--- config.mk ---
export PLATFORM = sky130hd
export DESIGN_NAME = stepdown_fault_filter
export DESIGN_NICKNAME = d
export VERILOG_FILES = /design/src/rtl/stepdown_fault_pkg.sv /design/src/rtl/stepdown_fault_sync.sv /design/src/rtl/stepdown_fault_filter.sv
export SDC_FILE = /design/constraint.sdc
export NUM_CORES = 1
export LEC_CHECK = 0
export BUFFER_PORTS_ARGS = -buffer_cell sky130_fd_sc_hd__buf_4
export CORE_ASPECT_RATIO = 0.5
export CORE_UTILIZATION = 31
export DETAILED_ROUTE_END_ITERATION = 8
export HOLD_SLACK_MARGIN = 0.05
export PLACE_DENSITY = 0.54
export SLEW_MARGIN = 15
export SYNTH_ARGS = -nofsm -noshare
export SYNTH_HDL_FRONTEND = slang
export SYNTH_SLANG_ARGS = --single-unit
--- constraint.sdc ---
create_clock -name CELCLK -period 1.85 [get_ports CELCLK]
set_input_delay 0.555 -clock CELCLK [delete_from_list [all_inputs] [get_ports CELCLK]]
set_output_delay 0.555 -clock CELCLK [all_outputs]
set_load 0.02 [all_outputs]
--- src/rtl/stepdown_fault_pkg.sv ---
// Shared types and defaults for the step-down converter fault qualifier.
// Latency: none (declarations only).
// Backpressure: none; the fault path has no flow control.
package stepdown_fault_pkg;

   // Qualifier FSM states.
   typedef enum logic [1:0] {
      ST_RUN    = 2'd0,   // power stage enabled, watching for a fault
      ST_FILTER = 2'd1,   // fault seen, deglitching
      ST_HICCUP = 2'd2,   // fault held off for a fixed off-time (also startup blank)
      ST_LOCK   = 2'd3    // too many retries, held until cleared
   } fault_state_t;

   // Width of the retry counter; saturates at its all-ones value.
   localparam int RETRY_W = 3;
   localparam logic [RETRY_W-1:0] RETRY_SAT = '1;

   // Default timing parameters.
   localparam int DEF_DEGLITCH_CYC = 16;
   localparam int DEF_HICCUP_CYC   = 1024;
   localparam int DEF_MAX_RETRY    = 7;
   localparam int DEF_CNT_W        = 10;

   // Saturating increment of the retry counter.
   function automatic logic [RETRY_W-1:0] retry_inc(input logic [RETRY_W-1:0] r);
      return (r == RETRY_SAT) ? r : r + RETRY_W'(1);
   endfunction

endpackage

--- src/rtl/stepdown_fault_sync.sv ---
// Two-flop synchroniser for a single asynchronous level.
// Latency: 2 clk edges from capture to q.
// Backpressure: none; free-running level path.
module stepdown_fault_sync (
   input  logic clk,
   input  logic rst_n,
   input  logic d,
   output logic q
);

   logic meta;

   // Capture the asynchronous level, then re-register it to settle metastability.
   always_ff @(posedge clk or negedge rst_n) begin
      if (!rst_n) begin
         meta <= 1'b0;
         q    <= 1'b0;
      end else begin
         meta <= d;
         q    <= meta;
      end
   end

endmodule

--- src/rtl/stepdown_fault_filter.sv ---
// Fault qualifier: sync + deglitch of comparator, hiccup retry, startup blank, retry lockout.
// Latency: o rises DEGLITCH_CYC+1 edges after the edge first capturing i=1; o falls 1 edge after exit decision.
// Backpressure: none; o is a held level, clr is only honoured in LOCK.
module stepdown_fault_filter
   import stepdown_fault_pkg::*;
#(
   parameter int DEGLITCH_CYC = DEF_DEGLITCH_CYC,
   parameter int HICCUP_CYC   = DEF_HICCUP_CYC,
   parameter int MAX_RETRY    = DEF_MAX_RETRY,
   parameter int CNT_W        = DEF_CNT_W
) (
   input  logic               CELCLK,
   input  logic               CELRSTN,
   input  logic               CELV,
   input  logic               CELG,
   input  logic               SUB,
   input  logic               i,
   input  logic               clr,
   output logic               o,
   output logic               lockout,
   output logic [RETRY_W-1:0] retry_cnt
);

   // Terminal counts of the shared counter.
   localparam logic [CNT_W-1:0]   DG_TC   = CNT_W'(DEGLITCH_CYC - 1);
   localparam logic [CNT_W-1:0]   HIC_TC  = CNT_W'(HICCUP_CYC - 1);
   localparam logic [CNT_W-1:0]   CNT_ONE = CNT_W'(1);
   localparam logic [RETRY_W-1:0] MAX_R   = RETRY_W'(MAX_RETRY);
   // MAX_RETRY of zero disables lockout entirely.
   localparam bit                 LOCK_EN = (MAX_RETRY != 0);

   // Supply, ground and substrate pins are physical connections only.
   logic unused_pwr;
   assign unused_pwr = CELV ^ CELG ^ SUB;

   logic               i_s;
   fault_state_t       state, state_n;
   logic [CNT_W-1:0]   cnt, cnt_n;
   logic [RETRY_W-1:0] retry_n;
   logic [RETRY_W-1:0] retry_up;
   logic               o_n;
   logic               lockout_n;

   stepdown_fault_sync u_sync (
      .clk   (CELCLK),
      .rst_n (CELRSTN),
      .d     (i),
      .q     (i_s)
   );

   // State, shared counter and registered outputs; reset lands in HICCUP as the startup blank.
   always_ff @(posedge CELCLK or negedge CELRSTN) begin
      if (!CELRSTN) begin
         state     <= ST_HICCUP;
         cnt       <= '0;
         retry_cnt <= '0;
         o         <= 1'b1;
         lockout   <= 1'b0;
      end else begin
         state     <= state_n;
         cnt       <= cnt_n;
         retry_cnt <= retry_n;
         o         <= o_n;
         lockout   <= lockout_n;
      end
   end

   // Next state, counter and retry history; outputs decode the next state so they stay registered.
   always_comb begin
      state_n  = state;
      cnt_n    = cnt;
      retry_n  = retry_cnt;
      retry_up = retry_inc(retry_cnt);

      case (state)
         ST_RUN: begin
            if (i_s) begin
               // First high sample already counts toward the deglitch window.
               state_n = ST_FILTER;
               cnt_n   = CNT_ONE;
            end else if (cnt == HIC_TC) begin
               // Long enough fault-free streak: forget earlier detections, counter parks.
               retry_n = '0;
            end else begin
               cnt_n = cnt + CNT_ONE;
            end
         end

         ST_FILTER: begin
            if (!i_s) begin
               // Any low sample restarts qualification from scratch.
               state_n = ST_RUN;
               cnt_n   = '0;
            end else if (cnt < DG_TC) begin
               cnt_n = cnt + CNT_ONE;
            end else begin
               // Fault qualified.
               retry_n = retry_up;
               cnt_n   = '0;
               if (LOCK_EN && (retry_up >= MAX_R)) begin
                  state_n = ST_LOCK;
               end else begin
                  state_n = ST_HICCUP;
               end
            end
         end

         ST_HICCUP: begin
            // Off-time runs to completion regardless of the comparator.
            if (cnt == HIC_TC) begin
               cnt_n = '0;
               if (!i_s) begin
                  state_n = ST_RUN;
               end
            end else begin
               cnt_n = cnt + CNT_ONE;
            end
         end

         ST_LOCK: begin
            // Clear only takes effect once the comparator has gone quiet.
            if (clr && !i_s) begin
               state_n = ST_RUN;
               cnt_n   = '0;
               retry_n = '0;
            end
         end

         default: begin
            state_n = ST_HICCUP;
            cnt_n   = '0;
         end
      endcase

      o_n       = (state_n == ST_HICCUP) || (state_n == ST_LOCK);
      lockout_n = (state_n == ST_LOCK);
   end

endmodule

==> results of run 1 <==
## power by group through the flow
stage	sequential [mW]	clock [mW]	combinational [mW]
2_1_floorplan	0.404	0	0.00668
3_3_place_gp	0.404	0	0.0231
3_5_place_dp	0.404	0	0.0232
4_1_cts	0.396	0.295	0.0232
5_1_grt	0.396	0.317	0.0258
6_report	0.397	0.284	0.0224
## registers in the layout (all words and copies together) (netlist names)
name / cells
o: 1
u_sync.q: 1
u_sync.meta: 1
retry_cnt: 3
lockout: 1
cnt: 10
state: 1
## cells in the mapped netlist, types with 2 or more instances
master    number  share of area, %
a311oi_1       2               1.7
nand4_1        6               3.6
inv_1          2              0.72
a31oi_1        2               1.2
ha_1           2               2.4
nand3_1       10               4.8
a21oi_1        5               2.4
and3_1         3               1.8
o21ai_0        5               2.4
clkbuf_1       3               1.1
nand2b_1       2               1.2
o21ai_1        3               1.4
nor2_1        11               4.0
dfrtp_1       17                41
nand2_1       13               4.7
xor2_1         4               3.4
## worst paths after layout
check / start / end / slack, ns / cells past startpoint
min in group CELCLK: u_sync.meta / u_sync.q / 0.35 / 0
max reg2reg: state[0] / cnt[0] / 0.04 / 5
min reg2reg: u_sync.meta / u_sync.q / 0.35 / 0
max: state[0] / cnt[0] / 0.04 / 5
max in group asynchronous: CELRSTN / o / 1.43 / 1
min: CELRSTN / cnt[3] / 0.16 / 1
## cells by family (layout without fill, tap and decap cells)
kind of cell             Yosys count  in the layout  synth area share [%]
buffers and inverters              6             25                  2.90
AND/OR/NAND/NOR                   56             56                  28.9
AO/OA/AOI/OAI                     26             26                  16.8
multiplexers                       2              2                  2.05
adder cells (fa/ha/maj)            2              2                  2.42
flip-flops                        18             18                  43.6
XOR/XNOR                           4              4                  3.38
## repair_timing
action,CTS,global route
gates resized for setup,0,6
hold buffers,0,0
setup endpoints to repair,0,6
## critical path, cell delays in order, from the launching register on
cell and delay (ns):
dfrtp_1 0.40, or4b_4 0.53, or4_4 0.47, nand2_2 0.15, a21o_1 0.10, o21ai_1 0.05
## area by class of cell
cell class	instances	area, um2	share of cell area, %
tap	40	50.0	3.89
inverter	2	7.51	0.584
sequential	18	452	35.2
clock buffer	4	45.0	3.51
multi-input combinational	90	588	45.8
timing repair buffer	19	143	11.1
## metrics by stage
step	TNS [ns]	cells
finish	0	173
global route	-0.0562	173
CTS	0	173
detailed placement	0	169
global placement	0	169
floorplan	-0.0568	114
## metal layers
layer	routed length (um)	up-vias	track usage [%]
met5	0	-	0
met4	8	0	3.05
met3	69	2	2.92
met2	996	16	22.3
met1	1230	423	20.2
li1	-	462	-
## layout by cell type, fill, tap and decap left out, types with 2 or more instances in the layout
cell / n
nor2_1: 11
inv_1: 2
nand4_1: 6
a31oi_1: 2
nand2b_1: 2
buf_4: 19
ha_1: 2
a21oi_1: 5
nand3_1: 10
dfrtp_1: 17
nand2_1: 12
a311oi_2: 2
and3_1: 3
o21ai_1: 3
xor2_1: 4
clkbuf_8: 3
nand2_2: 2
o21ai_0: 5
==> impl_results.md, run 1 <==
* Status: finished, final reports clean
* CP Max Fanout at 6
* Placed cell area at ~1200 um2
* YS warnings at 0
* CP Data Required Time at 1.99 ns
* Crit share post-route at 98.1%
* Die ar. at approximately 3600 um2
* Sequential share of power at about 56%
* # rows at 14
* EDFF count, synth at 0
* Vias/cell at about 5.2
* Combinational share of power at approximately 3.2%
* Area of the core at roughly 3100 um2
* Grt total ovfl at 0
* CTS tree: done
* GP Congestion at just under 0.8
* Max-slew headroom at around 76%
* First-pass GRT wire length at approximately 4 mm
* Vias in the first global route at between 800 and 900
* Fmax at approximately 0.55 GHz
* Mapped cell area at slightly above 1000 um2
* Fillers at 310
* Element type at the critical path end: flip-flop
* Initial core utilization at about 34%
* Crit path time final at around 1.8 ns
* Drt total wl at 2.31 mm
* Post-synth ARST share at 100%
* Post-CTS Setup Inserts at 0
* Nets at 143
* Antenna diodes at 0
* Synthesized area per cell at 9.09 um2
* Pins Over Slew Limit at 0
* Top_reg_cell synth: dfrtp_1
* Vias at 903
* RSZ-0062 raised after global routing: yes
* Antenna Violating Nets Remaining at 0
* Number of CTS-inserted buffers at 3
* Worst-path clk slew at 0.07 ns
* Post-Syn Nets at between 100 and 150
* Worst hold path type: input port to async pin
* Die Height at between 40 and 50 um
* Post-route cell area at between 1000 and 1500 um2
* Post-layout util at a little over two fifths
* Clock Power Share at 40.4%
* Die width at between 80 and 90 um
* Number of setup violations in the final report at 0
* Sequential fraction of the synthesis area at a little over two fifths
* Synth unique cells at 40
* Share of layout cells above drive strength 1 at between 20% and 30%
* Peak supply drop at about 220 uV
* 1st-iter DRT viols at 54
* Power consumption at ~0.7 mW
* Synthesized flop and latch total at 18
* Detailed Place HPWL at ~1.7 mm
* Sw Share at 20.9%
* Hold_ws at ~0.16 ns
* Sw power at between 0.1 and 0.15 mW
* Worst skew pair latency at around 0.25 ns
* Largest net degree at the start of global routing at 19
* Worst Path Arrival at between 1.5 and 2 ns
* P&R area growth vs syn at 24.0%
* Port Buffers at 8
* DR WL/cell at 13.3 um
* Final hold violations at 0
* Post-synthesis cell count at roughly 110
* DR pass1 iterations at 4
* Leakage at approximately 0.56 nW
* Final Skew at approximately 0.0029 ns
* H-Tree Depth at 1
* Bufs on Longest Clock Path at 2
* CTS root buf: clkbuf_8
* DRC Markers at 0
* Placement Setup Slack at 0.0245 ns
* Ports at 12
* Global-route usage over all layers at 14.2%
* Max cap viols at 0
* Int Pwr at roughly 0.56 mW
* WS Path Type: flip-flop to flip-flop
* Worst-Margin Slew at roughly 0.36 ns
* Min setup slack post-route at 0.0358 ns
* CTS sink cnt at 18
* Initial antenna violation count at 0
* Crit start category: flip-flop
* Power Density at between 500 and 600 nW/um2
(Power assumes the default switching activity.)
==> run 2: changes to the inputs <==
CELL_PAD_IN_SITES_DETAIL_PLACEMENT = 2   (was unset)
CELL_PAD_IN_SITES_GLOBAL_PLACEMENT = 2   (was unset)
PLACE_DENSITY = 0.78   (was 0.54)
==> run 2 against run 1 <==
- the run now ends with negative setup slack left
- wire length grew 40%
- count of clock-buffer cells in the layout is the same
- final cell count grew 2.3%
- core utilization grew 1.4 points
- critical endpoint is now cnt[3]
- highest routed layer unchanged
==> impl_results.md, run 2 (synthesis gave the netlist of run 1 again) <==
* Status: finished with violations
* Violated checks: negative setup slack
* Commonest cells after routing, fill and taps aside: buf_4, dfrtp_1, nand2_1, nor2_1, nand3_1
* CP Data Required Time at 2.00 ns (about the same)
* Largest net degree at the start of global routing at 19 (unchanged)
* Fmax at 0.537 GHz (-2.6%)
* Pins Over Slew Limit at 0 (unchanged)
* CP Max Fanout at 4 (-2)
* Power consumption at 0.713 mW (+1.4%)
* P&R area growth vs syn at 28.1%
* DR pass1 iterations at 4 (unchanged)
* Max cap viols at 0 (unchanged)
* Post-layout util at 43.1% (+1.4 points)
* RSZ-0062 raised after global routing: yes
* DR WL/cell at 18.3 um (+37%)
* Detailed Place HPWL at 2.43 mm (+39%)
* Setup TNS at -0.0250 ns (-0.0250 ns)
* Worst skew pair latency at 0.26 ns (about the same)
* Antenna diodes at 0 (unchanged)
* Die ar. at 3590 um2 (unchanged)
* Drt total wl at 3.23 mm (+40%)
* Placement Setup Slack at -0.00794 ns (-0.0324 ns)
* Peak supply drop at 216 uV (-3.7%)
* Global-route usage over all layers at 20.6% (+6.4 points)
* Share of layout cells above drive strength 1 at 29.2% (+3.6 points)
* Top reg by flops: cnt
* Element type at the critical path end: flip-flop
* WS Path Type: flip-flop to flip-flop
* Antenna Violating Nets Remaining at 0 (unchanged)
* Post-CTS Setup Inserts at 0 (unchanged)
* DRC Markers at 0 (unchanged)
* Final hold violations at 0 (unchanged)
* Area of the core at 3080 um2 (unchanged)
* Most common cell after layout, fill and taps aside: buf_4
* 1st-iter DRT viols at 24 (-56%)
* Port Buffers at 8 (unchanged)
* Nets at 147 (+2.8%)
* Worst Path Arrival at 2.01 ns (+0.05 ns)
* Worst hold path type: input port to async pin
* Biggest regs: cnt (10), retry_cnt (3)
* Worst-Margin Slew at 0.317 ns (-0.0384 ns)
* H-Tree Depth at 1 (unchanged)
* Ports at 12 (unchanged)
* Power Density at 537 nW/um2 (-1.8%)
* Largest register FFs at 10 (unchanged)
* Worst-path clk slew at 0.07 ns (about the same)
* Grt total ovfl at 0 (unchanged)
* Max-slew headroom at 78.6% (+2.6 points)
* CTS root buf: clkbuf_8
* Number of setup violations in the final report at 2 (+2)
* Die Height at 42.9 um (unchanged)
* GP Congestion at 0.787 (-0.99%)
* CTS tree: done
* Die width at 83.8 um (unchanged)
* First-pass GRT wire length at 5.63 mm (+41%)
* Vias in the first global route at 1085 (+27%)
* Leakage at 0.586 nW (+5.3%)
* Vias at 1006 (+11%)
* # rows at 14 (unchanged)
* CTS Hold Bufs at 0 (unchanged)
* Crit start category: flip-flop
* Bufs on Longest Clock Path at 2 (unchanged)
* Min setup slack post-route at -0.0132 ns (-0.0490 ns)
* Crit path time final at 1.86 ns (+0.0490 ns)
* Crit share post-route at 101% (+2.6 points)
* Final Skew at 0.00133 ns (-0.00158 ns)
* CTS sink cnt at 18 (unchanged)
* Number of CTS-inserted buffers at 3 (unchanged)
* Initial core utilization at 33.6% (unchanged)
* Initial antenna violation count at 0 (unchanged)
* Vias/cell at 5.68 (+8.9%)
[run 2: cell count changes in the layout (fill, tap and decap cells not counted), sizes merged]
cell	before	now
buf	19	23
[run 2: worst max-delay path, cell delays in order, from the launching register on]
cell and delay, ns:
dfrtp_1 0.41, or4b_4 0.53, or4_4 0.50, nand2_4 0.11, xor2_2 0.15, nor2_1 0.05
[run 2: worst paths after layout]
| check | endpoint | from | slack [ns] | depth (start not counted) |
|---|---|---|---|---|
| min in group CELCLK | u_sync.q | u_sync.meta | 0.35 | 0 |
| min | cnt[9] | CELRSTN | 0.16 | 1 |
| max reg2reg | cnt[3] | state[0] | -0.01 | 5 |
| max | cnt[3] | state[0] | -0.01 | 5 |
| max in group asynchronous | o | CELRSTN | 1.43 | 1 |
| min reg2reg | u_sync.q | u_sync.meta | 0.35 | 0 |
[run 2: layout make-up]
type | count | area (um2)
Clock buffer | 4 | 45.0
Fill cell | 351 | 1760
Inverter | 2 | 7.51
Multi-Input combinational cell | 90 | 601
Sequential cell | 18 | 452
Tap cell | 40 | 50.0
Timing Repair Buffer | 23 | 173
[run 2: stage by stage]
step | area [um2] | hold WS [ns] | instances
2_1_floorplan | 1040 | 0.259 | 114
3_3_place_gp | 1240 | 0.335 | 173
3_5_place_dp | 1240 | 0.336 | 173
4_1_cts | 1310 | 0.164 | 177
5_1_grt | 1330 | 0.166 | 177
6_report | 1330 | 0.157 | 177
[run 2: routing by layer]
metal	wire length [um]	share of wire (%)	vias to the layer above	track usage [%]
met5	0	0	-	0
met4	21	0.65	0	3.39
met3	113	3.5	2	5.06
met2	1580	49	19	35.4
met1	1520	47	511	27.0
li1	-	-	474	-
[run 2: report_power, final]
| part | total [mW] | internal, mW | switching [mW] |
|---|---|---|---|
| registers | 0.396 | 0.396 | 0.000801 |
| clock network | 0.294 | 0.153 | 0.140 |
| logic | 0.0234 | 0.00760 | 0.0158 |
[run 2: what timing repair did]
| item | CTS | global route |
|---|---|---|
| gates resized for setup | 4 | 5 |
| setup endpoints to repair | 4 | 8 |
| pin swaps | 0 | 0 |
==> run 3: changes to the inputs <==
CELL_PAD_IN_SITES_DETAIL_PLACEMENT = 0   (was 2)
CELL_PAD_IN_SITES_GLOBAL_PLACEMENT = 1   (was 2)
PLACE_DENSITY = 0.64   (was 0.78)
clock period = 1.9 ns   (was 1.85 ns; I/O delays follow)
==> run 3 against run 2 <==
- the run now ends clean
- fmax rose by 1.7%
- cell area fell by 5.7%
- register-to-register slack improved by 0.08 ns
- largest power group unchanged
- sequential power fell by 3%
- clock power fell by 4%
- worst hold slack improved by 0.0081 ns
- clock skew rose by 0.00092 ns
- core utilization fell by 2.4 points
- setup slack improved by 0.081 ns
==> impl_results.md, run 3 (synthesis gave the netlist of run 1 again) <==
* Leakage at 0.541 nW (-7.7%)
* CTS sink cnt at 18 (unchanged)
* Drt total wl at 2.41 mm (-26%)
* Worst-Margin Slew at 0.366 ns (+0.0490 ns)
* Most common cell after layout, fill and taps aside: dfrtp_1
* RSZ-0062 raised after global routing: no
* Number of setup violations in the final report at 0 (-2)
* Crit path time final at 1.83 ns (-0.0306 ns)
* Max cap viols at 0 (unchanged)
* Setup TNS at 0 ns (+0.0250 ns)
* Port Buffers at 8 (unchanged)
* Number of CTS-inserted buffers at 3 (unchanged)
* H-Tree Depth at 1 (unchanged)
* Post-CTS Setup Inserts at 0 (unchanged)
* Die width at 83.8 um (unchanged)
* Element type at the critical path end: flip-flop
* Multi-input logic area at 578 um2 (-3.8%)
* Largest net degree at the start of global routing at 19 (unchanged)
* Fillers at 322 (-8.3%)
* GP Congestion at 0.783 (-0.53%)
* Vias/cell at 5.28 (-7.2%)
* Initial core utilization at 33.6% (unchanged)
* Peak supply drop at 262 uV (+21%)
* Ports at 12 (unchanged)
* R2R Setup Slk at 0.07 ns (+0.08 ns)
* Grt total ovfl at 0 (unchanged)
* Worst-path clk slew at 0.07 ns (about the same)
* DRC Markers at 0 (unchanged)
* Share of layout cells above drive strength 1 at 22.3% (-6.9 points)
* Final hold violations at 0 (unchanged)
* Fmax at 0.546 GHz (+1.7%)
* Worst hold path type: input port to async pin
* Worst skew pair latency at 0.26 ns (about the same)
* Bufs on Longest Clock Path at 2 (unchanged)
* Detailed Place HPWL at 1.86 mm (-23%)
* Area of the core at 3080 um2 (unchanged)
* Crit start category: flip-flop
* Status: finished, final reports clean
* Die Height at 42.9 um (unchanged)
* Largest register FFs at 10 (unchanged)
* Top reg by flops: cnt
* Final Skew at 0.00225 ns (+0.000921 ns)
* Post-layout util at 40.6% (-2.4 points)
* Post-route cell area at 1250 um2 (-5.7%)
* Nets at 140 (-4.8%)
* Worst Path Arrival at 1.98 ns (-0.03 ns)
* # rows at 14 (unchanged)
* Pins Over Slew Limit at 0 (unchanged)
* P&R area growth vs syn at 20.9%
* Vias at 897 (-11%)
* Antenna diodes at 0 (unchanged)
* WS Path Type: flip-flop to flip-flop
* Vias in the first global route at 866 (-20%)
* Crit share post-route at 96.5% (-4.3 points)
* CTS Hold Bufs at 0 (unchanged)
* Antenna Violating Nets Remaining at 0 (unchanged)
* Post-CTS Resized at 0 (-4)
* Power Density at 551 nW/um2 (+2.6%)
* CTS tree: done
* DR WL/cell at 14.2 um (-22%)
* R2R cell count at 5 (unchanged)
* Max-slew headroom at 75.4% (-3.3 points)
* CP Max Fanout at 4 (unchanged)
* CTS root buf: clkbuf_8
* Hold_ws at 0.166 ns (+0.00808 ns)
* R2r endpoint: cnt[3]
* Biggest regs: cnt (10), retry_cnt (3)
* Power consumption at 0.691 mW (-3.2%)
* Register area at 452 um2 (unchanged)
* DR pass1 iterations at 4 (unchanged)
* CP Data Required Time at 2.05 ns (+0.05 ns)
* Initial antenna violation count at 0 (unchanged)
* Placed cell area at 1180 um2 (-4.4%)
* Die ar. at 3590 um2 (unchanged)
* First-pass GRT wire length at 4.08 mm (-28%)
* Global-route usage over all layers at 14.8% (-5.8 points)
* Reg-to-reg critical path startpoint: state[0]
* Commonest cells after routing, fill and taps aside: dfrtp_1, buf_4, nand2_1, nor2_1, nand3_1
* 1st-iter DRT viols at 71 (+200%)
## run 3: stage by stage
step,cells,setup WS [ns]
finish,170,0.0674
global route,170,0.000872
CTS,170,0.0675
detailed placement,166,0.0770
global placement,166,0.0922
floorplan,114,0.0174
## run 3: metal layers
layer | vias to the layer above | wire, um | global-route usage [%]
met5 | - | 0 | 0
met4 | 0 | 15 | 3.73
met3 | 2 | 106 | 4.09
met2 | 21 | 958 | 21.1
met1 | 416 | 1330 | 21.8
li1 | 458 | - | -
## run 3: final cells by class
class	instances	area share, %
clock buffers	4	3.60
inverters	2	0.599
repair buffers	16	9.59
well taps	40	4.00
multi-input cells	90	46.2
flip-flops and latches	18	36.1
## run 3: worst max path at each step
stage	from	to	slack [ns]	cells past startpoint
after floorplan	o	cnt[3]	0.02	6
after global placement	state[0]	cnt[3]	0.09	5
after detailed placement	cnt[1]	retry_cnt[0]	0.08	6
after CTS	cnt[1]	retry_cnt[0]	0.07	6
after global routing	cnt[1]	retry_cnt[0]	0.0009	6
final	state[0]	cnt[3]	0.07	5
## run 3: critical path, stage by stage (launching register included)
cell and delay, ns:
dfrtp_1 0.40, or4b_4 0.53, or4_4 0.48, nand2_1 0.11, xor2_1 0.15, nor2_1 0.05
## run 3: power breakdown
part	total [mW]	switching (mW)	internal [mW]	leakage, nW
clock network	0.283	0.133	0.149	0.0228
registers	0.386	0.000772	0.385	0.234
logic	0.0217	0.0143	0.00739	0.284
total	0.691	0.149	0.542	0.541
